## src/rtl/compare_pipe_if.sv

```systemverilog
// Transaction bus for compare_pipe: input request side and output result side.
// master drives requests and out_ready; slave is the compare unit.
interface compare_pipe_if #(
  parameter int DATA_W    = 32,
  parameter int NUM_REGS  = 16,
  parameter int NUM_FLAGS = 8,
  parameter int RIDX_W    = $clog2(NUM_REGS),
  parameter int FIDX_W    = $clog2(NUM_FLAGS) + 1
);
  logic                         in_valid;
  logic                         in_ready;
  logic [NUM_REGS*DATA_W-1:0]   in_regs;
  logic [NUM_FLAGS-1:0]         in_flags;
  logic [RIDX_W-1:0]            in_ra;
  logic [RIDX_W-1:0]            in_rb;
  logic [2:0]                   in_mode;
  logic [1:0]                   in_comb;
  logic [FIDX_W-1:0]            in_fidx;
  logic                         out_valid;
  logic                         out_ready;
  logic [NUM_FLAGS-1:0]         out_flags;
  logic                         out_res;
  logic                         out_err;

  modport master (
    output in_valid, in_regs, in_flags, in_ra, in_rb, in_mode, in_comb, in_fidx, out_ready,
    input  in_ready, out_valid, out_flags, out_res, out_err
  );

  modport slave (
    input  in_valid, in_regs, in_flags, in_ra, in_rb, in_mode, in_comb, in_fidx, out_ready,
    output in_ready, out_valid, out_flags, out_res, out_err
  );
endinterface

```

## src/rtl/compare_pipe.sv

```systemverilog
// Two-stage pipelined register compare with flag-bit write-back (replace/AND/OR)
// and a valid/ready result port. S1 captures operands, S2 captures the result.

// One flag bit: decides whether this bit is the destination and how it combines.
module compare_pipe_lane #(
  parameter int FIDX_W = 4,
  parameter int IDX    = 0
) (
  input  logic [FIDX_W-1:0] fidx,
  input  logic              err,
  input  logic              old,
  input  logic              res,
  input  logic [1:0]        comb,
  output logic              nxt
);
  always_comb begin
    nxt = old;
    if (!err && fidx == FIDX_W'(IDX)) begin
      case (comb)
        2'd1:    nxt = old & res;
        2'd2:    nxt = old | res;
        default: nxt = res;
      endcase
    end
  end
endmodule

module compare_pipe #(
  parameter int DATA_W    = 32,
  parameter int NUM_REGS  = 16,
  parameter int NUM_FLAGS = 8,
  parameter int RIDX_W    = $clog2(NUM_REGS),
  parameter int FIDX_W    = $clog2(NUM_FLAGS) + 1,
  parameter int CNT_W     = 16
) (
  input  logic             clk,
  input  logic             rst,
  compare_pipe_if.slave    bus,
  output logic [CNT_W-1:0] cmp_count
);
  localparam logic [2:0] MODE_LTU = 3'd0;
  localparam logic [2:0] MODE_EQ  = 3'd1;
  localparam logic [2:0] MODE_GTU = 3'd2;
  localparam logic [2:0] MODE_NE  = 3'd3;
  localparam logic [2:0] MODE_LEU = 3'd4;
  localparam logic [2:0] MODE_GEU = 3'd5;
  localparam logic [2:0] MODE_LTS = 3'd6;
  localparam logic [2:0] MODE_GTS = 3'd7;

  typedef struct packed {
    logic [DATA_W-1:0]    a;
    logic [DATA_W-1:0]    b;
    logic [NUM_FLAGS-1:0] flags;
    logic [2:0]           mode;
    logic [1:0]           comb;
    logic [FIDX_W-1:0]    fidx;
  } s1_t;

  function automatic logic cmp(input logic [DATA_W-1:0] a, input logic [DATA_W-1:0] b,
                               input logic [2:0] mode);
    logic r;
    case (mode)
      MODE_LTU: r = a < b;
      MODE_EQ:  r = a == b;
      MODE_GTU: r = a > b;
      MODE_NE:  r = a != b;
      MODE_LEU: r = a <= b;
      MODE_GEU: r = a >= b;
      MODE_LTS: r = $signed(a) < $signed(b);
      MODE_GTS: r = $signed(a) > $signed(b);
      default:  r = 1'b0;
    endcase
    return r;
  endfunction

  logic [2:1]                        vld_pipe;
  logic                              s1_adv, s2_adv, acc;
  logic [NUM_REGS-1:0][DATA_W-1:0]   rf;
  s1_t                               s1_d, s1_q;
  logic                              res_d, err_d;
  logic [NUM_FLAGS-1:0]              flags_d;
  logic                              res_q, err_q;
  logic [NUM_FLAGS-1:0]              flags_q;

  assign s2_adv       = !vld_pipe[2] || bus.out_ready;
  assign s1_adv       = !vld_pipe[1] || s2_adv;
  assign bus.in_ready = s1_adv && !rst;
  assign acc          = bus.in_valid && bus.in_ready;

  // Only the two selected operands survive S1; the register file is dropped here.
  assign rf = bus.in_regs;
  always_comb begin
    s1_d       = '0;
    s1_d.a     = rf[bus.in_ra];
    s1_d.b     = rf[bus.in_rb];
    s1_d.flags = bus.in_flags;
    s1_d.mode  = bus.in_mode;
    s1_d.comb  = bus.in_comb;
    s1_d.fidx  = bus.in_fidx;
  end

  assign res_d = cmp(s1_q.a, s1_q.b, s1_q.mode);
  assign err_d = s1_q.fidx >= FIDX_W'(NUM_FLAGS);

  for (genvar i = 0; i < NUM_FLAGS; i++) begin : g_lane
    compare_pipe_lane #(.FIDX_W(FIDX_W), .IDX(i)) u_lane (
      .fidx (s1_q.fidx),
      .err  (err_d),
      .old  (s1_q.flags[i]),
      .res  (res_d),
      .comb (s1_q.comb),
      .nxt  (flags_d[i])
    );
  end

  always_ff @(posedge clk or posedge rst) begin
    if (rst) begin
      vld_pipe <= '0;
      s1_q     <= '0;
      res_q    <= 1'b0;
      err_q    <= 1'b0;
      flags_q  <= '0;
    end else begin
      if (s1_adv) vld_pipe[1] <= bus.in_valid;
      if (acc)    s1_q        <= s1_d;
      // Output data only moves on s2_adv, so it holds while stalled.
      if (s2_adv) begin
        vld_pipe[2] <= vld_pipe[1];
        if (vld_pipe[1]) begin
          res_q   <= res_d;
          err_q   <= err_d;
          flags_q <= flags_d;
        end
      end
    end
  end

  always_ff @(posedge clk or posedge rst) begin
    if (rst)                              cmp_count <= '0;
    else if (vld_pipe[2] && bus.out_ready) cmp_count <= cmp_count + CNT_W'(1);
  end

  assign bus.out_valid = vld_pipe[2];
  assign bus.out_res   = res_q;
  assign bus.out_err   = err_q;
  assign bus.out_flags = flags_q;
endmodule

```

## src/flat_wrapper.sv

```systemverilog
// flat-port wrapper written by rule: the top's interface ports become plain ports
module compare_pipe_flat 
#(
  parameter int DATA_W    = 32,
  parameter int NUM_REGS  = 16,
  parameter int NUM_FLAGS = 8,
  parameter int RIDX_W    = $clog2(NUM_REGS),
  parameter int FIDX_W    = $clog2(NUM_FLAGS) + 1,
  parameter int CNT_W     = 16
)
  (clk, rst, cmp_count, bus_in_valid, bus_in_regs, bus_in_flags, bus_in_ra, bus_in_rb, bus_in_mode, bus_in_comb, bus_in_fidx, bus_out_ready, bus_in_ready, bus_out_valid, bus_out_flags, bus_out_res, bus_out_err);
  compare_pipe_if #(.DATA_W(DATA_W), .NUM_REGS(NUM_REGS), .NUM_FLAGS(NUM_FLAGS), .RIDX_W(RIDX_W), .FIDX_W(FIDX_W)) bus_i ();
  input  logic clk;
  input  logic rst;
  output logic [CNT_W-1:0] cmp_count;
  input wire logic [$bits(bus_i.in_valid)-1:0] bus_in_valid;
  input wire logic [$bits(bus_i.in_regs)-1:0] bus_in_regs;
  input wire logic [$bits(bus_i.in_flags)-1:0] bus_in_flags;
  input wire logic [$bits(bus_i.in_ra)-1:0] bus_in_ra;
  input wire logic [$bits(bus_i.in_rb)-1:0] bus_in_rb;
  input wire logic [$bits(bus_i.in_mode)-1:0] bus_in_mode;
  input wire logic [$bits(bus_i.in_comb)-1:0] bus_in_comb;
  input wire logic [$bits(bus_i.in_fidx)-1:0] bus_in_fidx;
  input wire logic [$bits(bus_i.out_ready)-1:0] bus_out_ready;
  output wire logic [$bits(bus_i.in_ready)-1:0] bus_in_ready;
  output wire logic [$bits(bus_i.out_valid)-1:0] bus_out_valid;
  output wire logic [$bits(bus_i.out_flags)-1:0] bus_out_flags;
  output wire logic [$bits(bus_i.out_res)-1:0] bus_out_res;
  output wire logic [$bits(bus_i.out_err)-1:0] bus_out_err;
  assign bus_i.in_valid = bus_in_valid;
  assign bus_i.in_regs = bus_in_regs;
  assign bus_i.in_flags = bus_in_flags;
  assign bus_i.in_ra = bus_in_ra;
  assign bus_i.in_rb = bus_in_rb;
  assign bus_i.in_mode = bus_in_mode;
  assign bus_i.in_comb = bus_in_comb;
  assign bus_i.in_fidx = bus_in_fidx;
  assign bus_i.out_ready = bus_out_ready;
  assign bus_in_ready = bus_i.in_ready;
  assign bus_out_valid = bus_i.out_valid;
  assign bus_out_flags = bus_i.out_flags;
  assign bus_out_res = bus_i.out_res;
  assign bus_out_err = bus_i.out_err;
  compare_pipe #(.DATA_W(DATA_W), .NUM_REGS(NUM_REGS), .NUM_FLAGS(NUM_FLAGS), .RIDX_W(RIDX_W), .FIDX_W(FIDX_W), .CNT_W(CNT_W)) u_core (.clk(clk), .rst(rst), .bus(bus_i), .cmp_count(cmp_count));
endmodule
```

## config.mk

```make
export PLATFORM = sky130hd
export DESIGN_NAME = compare_pipe_flat
export DESIGN_NICKNAME = d
export VERILOG_FILES = /design/src/rtl/compare_pipe_if.sv /design/src/rtl/compare_pipe.sv /design/src/flat_wrapper.sv
export SDC_FILE = /design/constraint.sdc
export NUM_CORES = 1
export LEC_CHECK = 0
export BUFFER_PORTS_ARGS = -buffer_cell sky130_fd_sc_hd__buf_2
export CORE_AREA = 2 2 220 222
export CTS_CLUSTER_SIZE = 10
export DETAILED_ROUTE_END_ITERATION = 8
export DIE_AREA = 0 0 222 224
export HOLD_SLACK_MARGIN = 0.05
export PLACE_DENSITY = 0.59
export SLEW_MARGIN = 5
export SYNTH_ARGS = -nofsm -noshare
export SYNTH_HDL_FRONTEND = slang
export SYNTH_SLANG_ARGS = --single-unit
```

## constraint.sdc

```tcl
create_clock -name clk -period 2.8 [get_ports clk]
set_clock_uncertainty 0.15 [all_clocks]
set_input_delay 0 -clock clk [delete_from_list [all_inputs] [get_ports clk]]
set_output_delay 0 -clock clk [all_outputs]
set_load 0.02 [all_outputs]
```

==> metrics <==
ys flop type dfrtp_1; maxcap violations 0; Buffers on Ports between 500 and 600; Seq cells post-synth 109; sequential fraction of the synthesis area between 20% and 30%; IO Count approximately 570; DP Wirelength approximately 40000 um; Internal about 4.7 mW; core footprint around 47000 sq um; final total power around 7.4 mW; most frequent cells in the layout 564 x buf_2, 320 x mux4_2, 109 x dfrtp_1, 83 x mux2_2, 49 x buf_4; crit start category flop; final core utilization 36.98%; RSZ-0062 raised after global routing yes; vias post-DR about 11000; VDD IR max between 0.2 and 0.3 mV; sw frac a little over a third; Worst EP required 2.93 ns; syn avg cell area ~15 sq um; post-DR wirelength/cell 24.33 um; cells after synthesis 840; DRC Markers 0; TritonCTS Buffers 9; GRT Total Usage roughly 20%; status complete, but fails checks; Slew @ Worst Pin between 0.8 and 0.9 ns; Worst setup EP type flop; Hold Vio Cnt, Final 0; combinational share of power 49.7%; number of library cell types mapped by synthesis 48; vias in the first global route 12240; Slew HR 43.02%; failing checks negative setup slack; Fillers around 4500; EDFF count, synth 0; path type of the worst min-delay path in -> reg; f_max between 300 and 400 MHz; Synthesis Warnings 0; drt via density around 5.5; Crit Path Max Fanout 8; Critical Path AT roughly 3.2 ns; first-pass GRT wire length roughly 74000 um; Final min period 3.037 ns; max-slew violation count 0; syn nets around 1400; die area a little under 50000 sq um; GRT overflow 0; Routed Wire Length about 50000 um; switching power 2.617 mW; WS Path Type reg -> reg; Starting Density around 27%; P_leak between 7 and 8 nW; Post-Syn Area between 10000 and 15000 sq um; final worst slack -0.2371 ns; clk slew on worst S/H paths about 0.080 ns; DRT antenna net count 0; Seq pwr share between 30 and 40%; cell row count 80; CTS tree built; Clk pwr share roughly 20%; RD Place Congestion ~0.89; die height ~220 um; Sink Count ~110; initial antenna violation count 16; pin count of the biggest net entering global routing between 100 and 150; Area Overhead vs Synth 36.55%; nets between 1500 and 2000; CTS root buffer clkbuf_16; Die W about 220 um; initial drt markers between 800 and 900; Final Cycle Share 108.5%; share of layout cells above drive strength 1 75.49%; commonest non-fill, non-tap cell in the layout buf_2; Pwr Density roughly 420 nW/um^2; Clock Latency Late Sink about 0.37 ns; First-pass DRT Iterations 5; deepest clock path buffer count 2; asr flop ratio synth 100.0%; Setup Viol. Count Final 9; H-tree levels 3
timing repair:
item                                    4_1_cts  5_1_grt
pin swaps                                    12       19
hold buffers                                 22        0
buffers inserted                              0        2
endpoints found under the hold margin       133        0
resized for setup                             3       17
endpoints found under the setup margin        9        9
area by class of cell:
type                            instances  area (sq um)  area share (%)
Sequential cell                       109          2728           15.58
Tap cell                              615         769.5           4.395
Multi-Input combinational cell        610          9742           55.64
Clock buffer                           10         239.0           1.365
Inverter                               38         146.4          0.8361
Timing Repair Buffer                  655          3784           21.61
Antenna cell                            8         20.02          0.1143
Clock inverter                          6         81.33          0.4645
metrics by stage:
stage	cell area (sq um)	TNS (ns)	cells	worst slack [ns]	hold slack [ns]
4_1_cts	17380	-1.939	2041	-0.2310	0.1369
3_5_place_dp	16820	-3.411	2003	-0.4342	-0.1829
5_1_grt	17510	-3.009	2050	-0.3765	0.1634
6_report	17510	-1.712	2051	-0.2371	0.1644
2_1_floorplan	12830	0	840	0.04315	-0.06588
3_3_place_gp	16820	-3.262	2003	-0.4003	-0.1828
synthesized netlist by cell type, types with 2 or more instances:
library cell    n  area, sq um
dfrtp_1       109         2728
a21oi_1        23        115.1
buf_2           2        10.01
nor2b_1         3        18.77
nand4_1         9        56.30
xnor2_1        12        105.1
nor2_1         21        78.83
o21ai_0         4        20.02
a21boi_0        2        15.01
xor2_1          3        26.28
and3_1          6        37.54
clkbuf_1       53        198.9
nand2_1        19        71.32
nand3_1         9        45.04
inv_1          38        142.6
nand2b_1        5        31.28
and2_1          2        12.51
and4_1          3        26.28
ha_1           35        437.9
a21o_1          2        15.01
mux4_2        320         7207
a31oi_1        12        75.07
nor3_1          5        25.02
mux2_2         83        934.7
o31ai_1         9        67.56
buf_1          27        101.4
nor4_1          3        18.77
worst paths after layout:
check                                          start                      end  slack [ns]  cells after the start
worst max-delay path                 u_core.s1_q[63]  u_core.bus.out_flags[7]       -0.24                     10
worst min-delay path                bus_in_regs[328]          u_core.s1_q[25]        0.16                      4
max in group asynchronous                        rst          u_core.s1_q[28]        1.04                      5
min in group asynchronous                        rst      u_core.cmp_count[2]        0.59                      4
worst max register to register       u_core.s1_q[63]  u_core.bus.out_flags[7]       -0.24                     10
worst min register to register  u_core.cmp_count[15]     u_core.cmp_count[15]        0.32                      1
power by group through the flow:
stage / clock network, mW / registers, mW / logic, mW
2_1_floorplan: 0 / 2.31 / 2.15
3_3_place_gp: 0 / 2.26 / 3.54
3_5_place_dp: 0 / 2.28 / 3.60
4_1_cts: 1.51 / 2.25 / 3.65
6_report: 1.43 / 2.26 / 3.65
5_1_grt: 1.57 / 2.33 / 4.01
registers in the layout (all words and copies together) (netlist names):
name and flops:
u_core.bus.out_res 1, u_core.s1_q 81, u_core.cmp_count 16, u_core.bus.out_flags 8, u_core.vld_pipe 2, u_core.bus.out_err 1
worst max-delay path, stage by stage (launching register included):
cell and delay, ns:
dfrtp_1 0.42, ha_4 0.26, and4_4 0.19, and2_4 0.13, a311o_1 0.37, o31a_1 0.32
or4_4 0.51, a31oi_4 0.20, buf_12 0.16, o31ai_2 0.07, a31oi_1 0.19
cells by family after synthesis:
| family | share of synthesized area, % |
|---|---|
| multiplexers | 63.50 |
| buffers and inverters | 3.591 |
| flip-flops | 21.27 |
| AND/OR/NAND/NOR | 3.923 |
| AO/OA/AOI/OAI | 3.279 |
| adder cells (fa/ha/maj) | 3.415 |
| XOR/XNOR | 1.025 |
metal layers:
layer | vias to the layer above | routed length [um] | global-route usage, %
met1 | 5802 | 19650 | 24.66
met3 | 74 | 3472 | 4.381
met4 | 8 | 964 | 5.841
met5 | - | 46 | 0
met2 | 580 | 25770 | 34.38
li1 | 4841 | - | -
Note: power is estimated with default switching activity, not from simulation.
